==> config.mk <==
export PLATFORM = sky130hd
export DESIGN_NAME = redmule_mx_exp_unpacker
export DESIGN_NICKNAME = d
export VERILOG_FILES = /design/src/rtl/redmule_mx_exp_unpacker.sv
export SDC_FILE = /design/constraint.sdc
export NUM_CORES = 1
export LEC_CHECK = 0
export BUFFER_PORTS_ARGS = -buffer_cell sky130_fd_sc_hd__buf_2
export CORE_ASPECT_RATIO = 0.5
export CORE_UTILIZATION = 40
export CTS_CLUSTER_DIAMETER = 80
export DETAILED_ROUTE_END_ITERATION = 8
export PLACE_DENSITY_LB_ADDON = 0.15
export SLEW_MARGIN = 40
export SYNTH_ARGS = -nofsm -noshare
export SYNTH_HDL_FRONTEND = slang
export SYNTH_SLANG_ARGS = --single-unit
==> constraint.sdc <==
create_clock -name clk_i -period 5.1 [get_ports clk_i]
set_input_delay 0.255 -clock clk_i [delete_from_list [all_inputs] [get_ports clk_i]]
set_output_delay 0.255 -clock clk_i [all_outputs]
set_load 0.05 [all_outputs]
==> src/rtl/redmule_mx_exp_unpacker.sv <==
// Unpacks 32-bit words of packed E8M0 shared-scale exponents into a stream of
// one 8-bit scale per MX block, with per-job scale count and done signalling.
module redmule_mx_exp_unpacker #(
  parameter int unsigned WORD_W = 32,
  parameter int unsigned EXP_W  = 8,
  parameter int unsigned CNT_W  = 16
) (
  input  logic              clk_i,
  input  logic              rst_i,
  input  logic              clear_i,
  input  logic              mx_enable_i,
  input  logic              start_i,
  input  logic [CNT_W-1:0]  num_scales_i,
  input  logic              exp_valid_i,
  output logic              exp_ready_o,
  input  logic [WORD_W-1:0] exp_data_i,
  output logic              scale_valid_o,
  input  logic              scale_ready_i,
  output logic [EXP_W-1:0]  scale_o,
  output logic              scale_last_o,
  output logic              busy_o,
  output logic              done_o
);

  localparam int unsigned LANES  = WORD_W / EXP_W;
  localparam int unsigned LANE_W = (LANES > 1) ? $clog2(LANES) : 1;

  typedef enum logic [1:0] {
    IDLE,
    RUN,
    DONE
  } state_e;

  state_e                       state_q;
  logic [WORD_W-1:0]            word_q;
  logic                         hv_q;
  logic [LANE_W-1:0]            lane_q;
  logic [CNT_W-1:0]             remaining_q;

  logic [LANES-1:0][EXP_W-1:0]  word_lanes;
  logic                         pop;
  logic                         accept;
  logic                         last_lane;
  logic                         last_scale;

  assign word_lanes = word_q;
  assign last_lane  = (lane_q == LANE_W'(LANES - 1));
  assign last_scale = (remaining_q == CNT_W'(1));

  assign scale_valid_o = (state_q == RUN) && hv_q;
  assign scale_o       = word_lanes[lane_q];
  assign scale_last_o  = scale_valid_o && last_scale;
  assign pop           = scale_valid_o && scale_ready_i;

  // Refill in the same cycle the top lane drains so words stream without a bubble.
  assign exp_ready_o = (state_q == RUN) &&
                       (!hv_q || (pop && last_lane && (remaining_q > CNT_W'(1))));
  assign accept      = exp_valid_i && exp_ready_o;

  assign busy_o = (state_q == RUN);
  assign done_o = (state_q == DONE);

  always_ff @(posedge clk_i or posedge rst_i) begin
    if (rst_i) begin
      state_q     <= IDLE;
      word_q      <= '0;
      hv_q        <= 1'b0;
      lane_q      <= '0;
      remaining_q <= '0;
    end else if (clear_i) begin
      state_q     <= IDLE;
      hv_q        <= 1'b0;
      lane_q      <= '0;
      remaining_q <= '0;
    end else begin
      case (state_q)
        IDLE: begin
          if (start_i && mx_enable_i) begin
            if (num_scales_i != '0) begin
              state_q     <= RUN;
              remaining_q <= num_scales_i;
              lane_q      <= '0;
              hv_q        <= 1'b0;
            end else begin
              state_q <= DONE;
            end
          end
        end
        RUN: begin
          // Any lanes left above the final scale are dropped with the holding word.
          if (pop) begin
            remaining_q <= remaining_q - CNT_W'(1);
            if (last_scale) begin
              state_q <= DONE;
            end
            if (last_lane || last_scale) begin
              hv_q <= 1'b0;
            end else begin
              lane_q <= lane_q + LANE_W'(1);
            end
          end
          if (accept) begin
            word_q <= exp_data_i;
            hv_q   <= 1'b1;
            lane_q <= '0;
          end
        end
        DONE: begin
          state_q <= IDLE;
        end
        default: begin
          state_q <= IDLE;
        end
      endcase
    end
  end

endmodule

* Yosys cells after proc, flatten, opt, wreduce, memory -nomap -nowiden
Cells that the tools add are included.
** Word-level totals
- Register bits :: 53
- Bits of input ports :: 55
- Output and inout bits :: 13
- Logic and storage cells :: 67
** Cells by class
- Add/sub/neg operators :: 2
- $lt $le $gt $ge :: 2
- Equal/unequal tests :: 11
- Mux-type cells :: 27
- Bitwise gates (word level) :: 1
- Reduce and logical (&&, ||, !) cells :: 19
** Operators with widths (number)
- 16-bit 2-to-1 mux :: 4
- 16-bit case mux with 2 select lines :: 1
- 2-bit 2-to-1 mux :: 11
- 8-bit binary-select mux with 2-bit select :: 1
- 16-bit by 1-bit equality test with 1-bit output (second input constant) :: 1
- 16-bit by 1-bit greater-than comparator with 1-bit output (second input constant) :: 1
- 16-bit nonzero test :: 1
- 16-bit by 1-bit subtractor with 16-bit output (second input constant) :: 1
- 5-bit AND reduction :: 2
- 1-bit logical AND :: 8
- 8-bit 2-to-1 mux :: 1
- 4-bit by 2-bit inequality test with 1-bit output (second input constant) :: 2
- 2-bit case mux with 2 select lines :: 2
- 1-bit 2-to-1 mux :: 6
- 3-bit by 2-bit inequality test with 1-bit output (second input constant) :: 2
- 3-bit inequality test (second input constant) :: 2
- 3-bit AND reduction :: 2
- 2-bit equality test (second input constant) :: 2
- 4-bit inequality test (second input constant) :: 1
- 4-bit AND reduction :: 1
- 2-bit by 3-bit < comparator with 1-bit output (second input constant) :: 1
- 3-bit nonzero test :: 1
- 2-bit by 1-bit adder with 2-bit output (second input constant) :: 1
- 2-bit by 1-bit equality test with 1-bit output (second input constant) :: 1
- 5 further kinds :: 6

* Depth between registers and ports, before layout
Gate-level depths: netlist of run 1.
- Word-level depth :: 11
- Gate-level depth with buffers :: 7
- Depth with buffers taken out :: 6

* Worst setup path before layout of run 1
Ideal clock, no wire load.
- Kind :: register to register
- Start point :: reg state_q[1]
- End point :: reg lane_q[1]
- Library setup time :: 0.087 ns
- Data arrival time :: 2.115 ns
- Data required time :: 5.013 ns
- Path slack :: 2.899 ns
- Cell stages (with the launch flop) :: 7
- Buffers on the path :: 0
- Clock period less this slack :: 2.201 ns
- Cells stage by stage :: dfrtp_1 -> nand2b_1 -> inv_2 -> and2_1 -> nand3_1 -> or4b_1 -> o211ai_1
** Between the ends
- Word-level cells in the longest chain between the ends :: 11
- Elaborated cells between the ends (all ways) :: 18
- Those cells by class :: eq/ne: 5; mux: 3; reduce/logical: 10
** Ends and longest elaborated chain
- from (decl) :: RTL line 34 : state_e state_q;
- from (signal assigned) :: RTL line 65 : state_q <= IDLE;
- from (signal assigned) :: RTL line 71 : state_q <= IDLE;
- from (signal assigned) :: RTL line 80 : state_q <= RUN;
- 2-bit by 1-bit equality test with 1-bit output *
- net busy_o :: RTL line 21 : output logic busy_o,
- 1-bit logical AND * :: RTL line 50 : assign scale_valid_o = (state_q == RUN) && hv_q;
- net scale_valid_o :: RTL line 17 : output logic scale_valid_o,
- 1-bit logical AND * :: RTL line 53 : assign pop = scale_valid_o && scale_ready_i;
- 1-bit logical AND (2 in a row) :: RTL line 57 : (!hv_q || (pop && last_lane && (remaining_q > CNT_W'(1))));
- 1-bit logical OR :: RTL line 57
- 1-bit logical AND :: RTL line 56 : assign exp_ready_o = (state_q == RUN) &&
- 1-bit logical AND :: RTL line 58 : assign accept = exp_valid_i && exp_ready_o;
- 2-bit 2-to-1 mux :: RTL line 102 : if (accept) begin
- 2-bit case mux with 2 select lines :: RTL line 76 : case (state_q)
- 2-bit 2-to-1 mux :: RTL line 70 : end else if (clear_i) begin
- to (signal assigned) :: RTL line 99 : lane_q <= lane_q + LANE_W'(1);
- to (decl) :: RTL line 37 : logic [LANE_W-1:0] lane_q;
Mark *: on every way through the listed nets, which the timed path passes. The rest lies on a longest branch.
A chain may end at the register's enable or synchronous reset.

* Worst setup path after layout of run 1
- Start point :: reg lane_q[0]
- End point :: reg word_q[24], in the netlist word_lanes[24]
** Between the ends
- Word-level cells in the longest chain between the ends :: 7
** Ends and longest elaborated chain
- 2-bit equality test :: RTL line 47 : assign last_lane = (lane_q == LANE_W'(LANES - 1));
- 1-bit logical AND (2 in a row) :: RTL line 57
- 1-bit logical OR :: RTL line 57
- 1-bit logical AND :: RTL line 56
- 1-bit logical AND :: RTL line 58
- 3-bit AND reduction (no line)
- to (signal assigned) :: RTL line 103 : word_q <= exp_data_i;
- to (decl) :: RTL line 35 : logic [WORD_W-1:0] word_q;
No other way between the ends.

==> results of run 1 <==
worst reg2reg max path, stage by stage (launching register included):
cell	delay (ns)
dfrtp_1	0.71
ha_1	0.36
o211ai_2	0.16
a21oi_4	0.59
buf_4	0.45
mux2_2	0.38
per-layer routing:
layer / share of wire (%) / vias to the layer above
li1: - / 1133
met1: 48 / 1200
met2: 44 / 75
met3: 7.3 / 7
met4: 0.78 / 0
met5: 0 / -
synthesized netlist by cell type, types with 2 or more instances:
cell type / count / area, sq um
dfrtp_1: 53 / 1330
nor4_1: 7 / 43.8
buf_6: 3 / 33.8
a2111oi_0: 2 / 17.5
o211ai_1: 5 / 37.5
nand2b_1: 3 / 18.8
inv_1: 10 / 37.5
nor2_1: 10 / 37.5
a21oi_1: 20 / 100
ha_1: 3 / 37.5
o31a_1: 3 / 26.3
and3_1: 3 / 18.8
nand3_1: 9 / 45.0
mux2_4: 29 / 435
mux2_2: 3 / 33.8
o41ai_1: 2 / 17.5
buf_2: 3 / 15.0
mux4_2: 8 / 180
o22ai_1: 5 / 31.3
or3_1: 2 / 12.5
and2_1: 3 / 18.8
nor2b_1: 3 / 18.8
nand2_1: 10 / 37.5
nand4_1: 2 / 12.5
a211oi_1: 4 / 30.0
o2bb2ai_1: 3 / 26.3
o32ai_1: 3 / 26.3
o21ai_1: 4 / 20.0
a21o_1: 2 / 15.0
nor3_1: 9 / 45.0
o21ai_0: 7 / 35.0
clkbuf_1: 8 / 30.0
kinds of logic after synthesis:
group / Yosys count
adders and majority gates: 3
DFF: 53
muxes: 40
AOI/OAI and AO/OA: 72
and+or+nand+nor: 70
buffers and inverters: 26
stage by stage:
stage	utilization (%)	setup slack [ns]	cells
after floorplan	-	2.90	264
after global placement	48.8	2.38	410
after detailed placement	48.9	2.27	410
after CTS	50.9	2.27	418
after global routing	50.9	2.10	418
final	50.9	2.34	418
final cells by class:
class	count	area share [%]
Multi-Input combinational cell	185	44.4
Clock inverter	2	0.387
Sequential cell	53	37.2
Clock buffer	6	3.62
Inverter	11	1.23
Timing Repair Buffer	69	9.84
Tap cell	92	3.23
power groups by stage:
stage	Sequential (W)	Clock (W)	Combinational (W)
after CTS	0.000578	0.000353	0.000451
after global placement	0.000581	0	0.000444
after floorplan	0.000549	0	0.000383
after detailed placement	0.000585	0	0.000449
final	0.000577	0.000344	0.000449
after global routing	0.000591	0.000374	0.000482
path summary, 6_finish.rpt:
check | endpoint | slack (ns) | cells after the start
max in group asynchronous | state_q[1]$_DFFE_PP0P_ | 4.61 | 2
hold reg to reg | word_lanes[22]$_DFFE_PP0P_ | 0.50 | 1
setup reg to reg | word_lanes[24]$_DFFE_PP0P_ | 2.34 | 5
min in group clk_i | word_lanes[21]$_DFFE_PP0P_ | 0.19 | 2
setup / recovery | word_lanes[24]$_DFFE_PP0P_ | 2.34 | 5
hold / removal | remaining_q[4]$_DFFE_PP0P_ | 0.06 | 2
state kept, by name, summed over array words and instances, names as in the netlist:
register     count
word_lanes      32
remaining_q     16
lane_q           2
state_q          2
hv_q             1
==> impl_metrics.env, run 1 <==
export IMPL_outcome="finished, violations left"
export IMPL_violations="DRC"
export IMPL_synthSimpleGateAreaFrac_pct=13.1
export IMPL_syn_cell_area_sq_mm=0.00302
export IMPL_fillers=656
export IMPL_post_cts_setup_buffer_count=0
export IMPL_grtUsageMet2_pct=30.8
export IMPL_leakagePower_nw=1.60
export IMPL_worstPathRequired_ns=5.28
export IMPL_clockBufferDepth=2
export IMPL_critPathTopFamily="compound AO/OA/AOI/OAI gates"
export IMPL_fin_skew_ns=0.00839
export IMPL_cts_buffers_inserted=5
export IMPL_synthFlopType="dfrtp_1"
export IMPL_core_area_sq_mm=0.00699
export IMPL_grt_busiest_layer="met2"
export IMPL_crit_chain="ha_1, o211ai_2, a21oi_4, buf_4, mux2_2"
export IMPL_peakVddDrop_uv=163
export IMPL_synth_top_family_by_area="multiplexers"
export IMPL_synth_distinct_cells=55
export IMPL_ys_seq_elements=53
export IMPL_diodes=0
export IMPL_p_sw_w=0.000467
export IMPL_crit_buf_inv=1
export IMPL_use_met1_pct=28.7
export IMPL_layout_common_cells="buf_2 (67), dfrtp_1 (53), mux2_4 (29), a21oi_1 (20)"
export IMPL_worstMarginPinSlew_ns=0.674
export IMPL_dp_final_hpwl_um=5140
export IMPL_grt_pass1_vias=2447
export IMPL_rsz0062_at_grt="false"
export IMPL_port_buffers=67
export IMPL_firstDrtPassIters=6
export IMPL_slew_viol_final=0
export IMPL_syn_to_final_growth_pct=17.8
export IMPL_swShare_pct=34.1
export IMPL_timing_fmax_mhz=362
export IMPL_cts_tree="yes"
export IMPL_p_seq_share_pct=42.1
export IMPL_fin_hold_ws_ns=0.0564
export IMPL_cpPeakStageDelay_ns=0.71
export IMPL_grt_use_total_pct=20.2
export IMPL_synth_nets=322
export IMPL_timing_rr_start="lane_q[0]$_DFFE_PP0P_"
export IMPL_async_reset_ff_share_pct=100
export IMPL_start_util_pct=43.2
export IMPL_cpMaxStageDelayCell="dfrtp_1"
export IMPL_hold_path_class="input pin to asynchronous set/reset pin"
export IMPL_synth_adder_area_share_pct=1.24
export IMPL_synthCells=264
export IMPL_crit_start="lane_q[0]$_DFFE_PP0P_"
export IMPL_synth_mux_area_fraction_pct=21.5
export IMPL_clock_power_share_pct=25.1
export IMPL_clk_insertion_delay_late_ns=0.30
export IMPL_drc_errors=10
export IMPL_cap_violations=0
export IMPL_start_kind="flip-flop"
export IMPL_finalCritPeriodShare_pct=54.2
export IMPL_p_int_w=0.000903
export IMPL_grt_max_degree=54
export IMPL_cp_arrival_ns=2.95
export IMPL_synth_compound_area_share_pct=16.1
export IMPL_cts_root_buf="clkbuf_16"
export IMPL_wl_per_cell_um=17.5
export IMPL_setup_viol=0
export IMPL_htreeDepth=2
export IMPL_dieArea_sq_mm=0.00793
export IMPL_finalWirelength_um=7310
export IMPL_die_h_um=63.5
export IMPL_max_slew_margin_pct=54.9
export IMPL_hold_buffers=0
export IMPL_drt_iter0_markers=135
export IMPL_power_density_mw_per_mm2=385
export IMPL_multi_input_area_sq_mm=0.00158
export IMPL_hold_violations=0
export IMPL_yosysWarnings=0
export IMPL_dieWidth_um=125
export IMPL_fp_row_count=21
export IMPL_synth_avg_cell_area_sq_um=11.4
export IMPL_drive_gt1_share_pct=38.7
export IMPL_end_kind="flip-flop"
export IMPL_drtAntennaViolNets=0
export IMPL_grt_pass1_wl_um=12400
export IMPL_regArea_sq_mm=0.00133
export IMPL_ios=68
export IMPL_clock_sinks=53
export IMPL_synth_edf_count=0
export IMPL_path_clk_slew_ns=0.07
export IMPL_path_class="flip-flop to flip-flop"
export IMPL_grt_use_met3_pct=4.50
export IMPL_synthXorXnorAreaFrac_pct=0
export IMPL_setup_tns_ns=0
export IMPL_yosysSeqAreaShare_pct=43.9
export IMPL_antenna_found_initial=0
export IMPL_viasPerCell=5.78
export IMPL_path_max_fanout=19
export IMPL_vias=2415
export IMPL_routabilityCongestion=0.879
export IMPL_grt_overflow=0
export IMPL_finalPower_w=0.00137
export IMPL_cts_resized_gates=0
export IMPL_final_common_cell="buf_2"
export IMPL_final_cell_area_sq_mm=0.00356
export IMPL_nets=383
export IMPL_dpl_instance_area_sq_mm=0.00342
export IMPL_pwr_share_comb_pct=32.8
export IMPL_final_min_clock_period_ns=2.76
No activity file was read; power rests on OpenSTA's default activity.
==> run 2: changes to the inputs <==
==> constraint.sdc (replaced) <==
create_clock -name clk_i -period 2.6 [get_ports clk_i]
set_input_delay 0.13 -clock clk_i [delete_from_list [all_inputs] [get_ports clk_i]]
set_output_delay 0.13 -clock clk_i [all_outputs]
set_load 0.05 [all_outputs]
==> impl_metrics.env, run 2 (same netlist as run 1, synthesis figures left out) <==
export IMPL_clockBufferDepth=2
export IMPL_path_class="flip-flop to flip-flop"
export IMPL_vias=2435
export IMPL_cts_tree="yes"
export IMPL_worstPathRequired_ns=2.78
export IMPL_multi_input_area_sq_mm=0.00158
export IMPL_hold_path_class="input pin to flip-flop"
export IMPL_viasPerCell=5.69
export IMPL_regArea_sq_mm=0.00133
export IMPL_largest_reg_flops=32
export IMPL_cp_arrival_ns=2.58
export IMPL_cts_buffers_inserted=5
export IMPL_cap_violations=0
export IMPL_start_kind="flip-flop"
export IMPL_drc_errors=11
export IMPL_fillers=630
export IMPL_grt_pass1_wl_um=12200
export IMPL_start_util_pct=43.2
export IMPL_dieWidth_um=125
export IMPL_finalWirelength_um=7420
export IMPL_outcome="finished, violations left"
export IMPL_power_density_mw_per_mm2=740
export IMPL_drtAntennaViolNets=0
export IMPL_numPlacedInstances=419
export IMPL_layout_common_cells="buf_2 (67), dfrtp_1 (53), mux2_4 (29), a21oi_1 (20)"
export IMPL_nets=393
export IMPL_final_min_clock_period_ns=2.40
export IMPL_wl_per_cell_um=17.3
export IMPL_setup_viol=0
export IMPL_fin_skew_ns=0.00769
export IMPL_rsz0062_at_grt="false"
export IMPL_cts_root_buf="clkbuf_16"
export IMPL_cts_resized_gates=0
export IMPL_worstMarginPinSlew_ns=0.705
export IMPL_grt_max_degree=38
export IMPL_setup_tns_ns=0
export IMPL_peakVddDrop_uv=300
export IMPL_grt_use_total_pct=20.0
export IMPL_routabilityCongestion=0.889
export IMPL_ios=68
export IMPL_core_area_sq_mm=0.00699
export IMPL_clock_sinks=53
export IMPL_antenna_found_initial=0
export IMPL_path_clk_slew_ns=0.07
export IMPL_dp_final_hpwl_um=5330
export IMPL_port_buffers=67
export IMPL_drive_gt1_share_pct=39.9
export IMPL_leakagePower_nw=1.64
export IMPL_timing_fmax_mhz=416
export IMPL_path_max_fanout=18
export IMPL_hold_violations=0
export IMPL_grt_pass1_vias=2400
export IMPL_finalCritPeriodShare_pct=92.5
export IMPL_max_slew_margin_pct=52.9
export IMPL_die_h_um=63.5
export IMPL_drt_iter0_markers=176
export IMPL_firstDrtPassIters=7
export IMPL_dieArea_sq_mm=0.00793
export IMPL_violations="DRC"
export IMPL_fin_cells=428
export IMPL_htreeDepth=2
export IMPL_diodes=0
export IMPL_grt_overflow=0
export IMPL_final_common_cell="buf_2"
export IMPL_slew_viol_final=0
export IMPL_end_kind="flip-flop"
export IMPL_fp_row_count=21
export IMPL_clk_insertion_delay_late_ns=0.29
export IMPL_syn_to_final_growth_pct=20.7
## run 2: changes by cell type in the layout (fill, tap and decap cells not counted), sizes merged
cell	change
inv	-1
clkinv	-1
clkinvlp	+2
dlygate4sd3	+1
buf	+9
## run 2: what timing repair did
item,in CTS,in global routing
hold buffers,1,0
endpoints found under the hold margin,16,0
buffers inserted,0,0
## run 2: final cells by class
type / count / area share (%)
tap: 92 / 3.16
clock inverter: 2 / 0.412
inverter: 11 / 1.13
timing repair buffer: 79 / 12.1
multi-input combinational: 185 / 43.3
clock buffer: 6 / 3.53
sequential: 53 / 36.4
## run 2: per-layer routing
layer  share of wire, %  GRT usage, %
met5                  0             0
met4               0.42          3.81
met3                6.4          5.27
met2                 46          30.7
met1                 47          28.6
## run 2: critical path, stage by stage, from the launching register on
cell,delay [ns]
dfrtp_1,0.37
inv_1,0.07
ha_1,0.28
o21ai_2,0.20
o211ai_2,0.15
a21oi_4,0.61
buf_12,0.27
mux2_4,0.32
## run 2: path summary, 6_finish.rpt
check	from	endpoint	slack (ns)	cells after the start
min in group asynchronous	rst_i	remaining_q[14]$_DFFE_PP0P_	0.36	3
hold reg to reg	remaining_q[14]$_DFFE_PP0P_	remaining_q[14]$_DFFE_PP0P_	0.51	1
max in group asynchronous	rst_i	word_lanes[1]$_DFFE_PP0P_	1.43	4
setup / recovery	remaining_q[0]$_DFFE_PP0P_	word_lanes[2]$_DFFE_PP0P_	0.20	7
hold / removal	exp_data_i[14]	word_lanes[14]$_DFFE_PP0P_	0.07	2
setup reg to reg	remaining_q[0]$_DFFE_PP0P_	word_lanes[2]$_DFFE_PP0P_	0.20	7
## run 2: per-stage QoR
stage	instance area [sq um]	setup WS, ns	power (W)	hold WS, ns	util (%)
after floorplan	3020	0.399	0.00183	0.278	-
after global placement	3490	0.272	0.00202	0.128	50.0
after detailed placement	3490	0.216	0.00205	0.137	50.0
after CTS	3650	0.200	0.00273	0.0598	52.2
after global routing	3650	0.0281	0.00285	0.0591	52.2
final	3650	0.196	0.00270	0.0665	52.2
## run 2: power by group
| group | internal, W | switching [W] | leakage, nW |
|---|---|---|---|
| registers | 0.000994 | 0.000109 | 0.671 |
| logic | 0.000433 | 0.000497 | 0.908 |
| clock network | 0.000358 | 0.000306 | 0.0631 |
| total | 0.00179 | 0.000912 | 1.64 |
==> run 3: changes to the inputs <==
--- a/config.mk
+++ b/config.mk
@@ -11,6 +11,7 @@
 export CTS_CLUSTER_DIAMETER = 80
 export DETAILED_ROUTE_END_ITERATION = 8
 export PLACE_DENSITY_LB_ADDON = 0.15
+export REMOVE_ABC_BUFFERS = 1
 export SLEW_MARGIN = 40
 export SYNTH_ARGS = -nofsm -noshare
 export SYNTH_HDL_FRONTEND = slang
==> constraint.sdc (replaced) <==
create_clock -name clk_i -period 2.85 [get_ports clk_i]
set_input_delay 0.1425 -clock clk_i [delete_from_list [all_inputs] [get_ports clk_i]]
set_output_delay 0.1425 -clock clk_i [all_outputs]
set_load 0.05 [all_outputs]
==> impl_metrics.env, run 3 (same netlist as run 1, synthesis figures left out) <==
export IMPL_slew_viol_final=0
export IMPL_routabilityCongestion=0.874
export IMPL_grt_use_total_pct=20.4
export IMPL_cp_arrival_ns=2.23
export IMPL_final_common_cell="buf_2"
export IMPL_start_kind="flip-flop"
export IMPL_worst_r2r_endpoint="word_lanes[22]$_DFFE_PP0P_"
export IMPL_post_route_util_pct=51.8
export IMPL_dieArea_sq_mm=0.00793
export IMPL_dp_final_hpwl_um=5320
export IMPL_crit_chain="nor3_2, nand4b_1, nor2_1, and2_1, buf_2"
export IMPL_drt_iter0_markers=151
export IMPL_firstDrtPassIters=6
export IMPL_hold_path_class="input pin to flip-flop"
export IMPL_cpPeakStageDelay_ns=0.47
export IMPL_preCtsSetupSlack_ns=0.565
export IMPL_violations="DRC"
export IMPL_grt_pass1_vias=2419
export IMPL_setup_viol=0
export IMPL_cts_buffers_inserted=5
export IMPL_grt_overflow=0
export IMPL_vias=2374
export IMPL_final_min_clock_period_ns=2.37
export IMPL_core_area_sq_mm=0.00699
export IMPL_ff2ff_setup_slack_ns=0.55
export IMPL_nets=391
export IMPL_power_density_mw_per_mm2=681
export IMPL_cts_resized_gates=0
export IMPL_layout_setup_ws_ns=0.475
export IMPL_syn_to_final_growth_pct=19.8
export IMPL_cts_tree="yes"
export IMPL_hold_violations=0
export IMPL_die_h_um=63.5
export IMPL_cts_root_buf="clkbuf_16"
export IMPL_grt_pass1_wl_um=12300
export IMPL_crit_start="remaining_q[9]$_DFFE_PP0P_"
export IMPL_timing_fmax_mhz=421
export IMPL_drc_errors=8
export IMPL_fin_cells=426
export IMPL_leakagePower_nw=1.63
export IMPL_grt_max_degree=34
export IMPL_ios=68
export IMPL_htreeDepth=2
export IMPL_viasPerCell=5.57
export IMPL_fp_row_count=21
export IMPL_rsz0062_at_grt="false"
export IMPL_clk_insertion_delay_late_ns=0.29
export IMPL_worstMarginPinSlew_ns=0.607
export IMPL_port_buffers=67
export IMPL_wl_per_cell_um=17.5
export IMPL_worstPathRequired_ns=2.71
export IMPL_fin_skew_ns=0.00254
export IMPL_antenna_found_initial=0
export IMPL_finalCritPeriodShare_pct=83.3
export IMPL_dieWidth_um=125
export IMPL_drive_gt1_share_pct=39.5
export IMPL_hold_buffers=1
export IMPL_end_kind="primary output"
export IMPL_clock_sinks=53
export IMPL_cpMaxStageDelayCell="dfrtp_1"
export IMPL_endpoint="scale_last_o"
export IMPL_clockBufferDepth=2
export IMPL_post_cts_setup_buffer_count=0
export IMPL_rr_worst_depth=7
export IMPL_drtAntennaViolNets=0
export IMPL_outcome="finished, violations left"
export IMPL_finalPower_w=0.00247
export IMPL_finalWirelength_um=7440
export IMPL_path_class="flip-flop to primary output"
export IMPL_max_slew_margin_pct=59.2
export IMPL_peakVddDrop_uv=307
export IMPL_timing_rr_start="remaining_q[0]$_DFFE_PP0P_"
export IMPL_path_clk_slew_ns=0.07
export IMPL_largest_reg_flops=32
export IMPL_numPlacedInstances=417
export IMPL_fillers=645
export IMPL_diodes=0
export IMPL_layout_common_cells="buf_2 (67), dfrtp_1 (53), mux2_4 (29), a21oi_1 (20)"
export IMPL_path_max_fanout=8
export IMPL_start_util_pct=43.2
export IMPL_cap_violations=0
## run 3: report_power, final
group          leakage, nW  internal (W)  switching [W]
logic                0.895      0.000393       0.000453
registers            0.671      0.000907       0.000101
clock network       0.0631      0.000327       0.000284
total                 1.63       0.00163       0.000838
## run 3: stage by stage
stage / area (sq um) / TNS [ns] / hold slack (ns)
3_5_place_dp: 3460 / 0 / 0.155
3_3_place_gp: 3460 / 0 / 0.142
4_1_cts: 3620 / 0 / 0.0632
6_report: 3620 / 0 / 0.0728
5_1_grt: 3620 / 0 / 0.0628
2_1_floorplan: 2940 / -17.57 / 0.209
## run 3: routing by layer
layer	track usage, %	vias to the layer above	part of all wire [%]
li1	-	1144	-
met5	0	-	0
met4	5.79	0	1.2
met2	32.2	71	47
met3	5.35	9	6.0
met1	27.9	1150	46
## run 3: layout make-up
type / instances / area [sq um] / share of cell area, %
Sequential cell: 53 / 1330 / 36.7
Clock inverter: 2 / 15.0 / 0.415
Clock buffer: 6 / 129 / 3.56
Timing Repair Buffer: 77 / 413 / 11.4
Inverter: 11 / 41.3 / 1.14
Multi-Input combinational cell: 185 / 1580 / 43.6
Tap cell: 92 / 115 / 3.18
## run 3: how the worst min path moves through the flow
stage / start / end / slack [ns] / cells after the start
after global placement: rst_i / remaining_q[4]$_DFFE_PP0P_ / 0.14 / 2
after global routing: exp_data_i[1] / word_lanes[1]$_DFFE_PP0P_ / 0.06 / 2
after CTS: exp_data_i[16] / word_lanes[16]$_DFFE_PP0P_ / 0.06 / 2
final: exp_data_i[16] / word_lanes[16]$_DFFE_PP0P_ / 0.07 / 2
after detailed placement: rst_i / remaining_q[4]$_DFFE_PP0P_ / 0.15 / 2
after floorplan: clear_i / remaining_q[1]$_DFFE_PP0P_ / 0.21 / 1
## run 3: worst max-delay path: cells and delay by family, from the launching register on
kind | cells | cell delay (ns)
flip-flops | 1 | 0.47
AND/OR/NAND/NOR | 4 | 1.21
buffers and inverters | 1 | 0.25
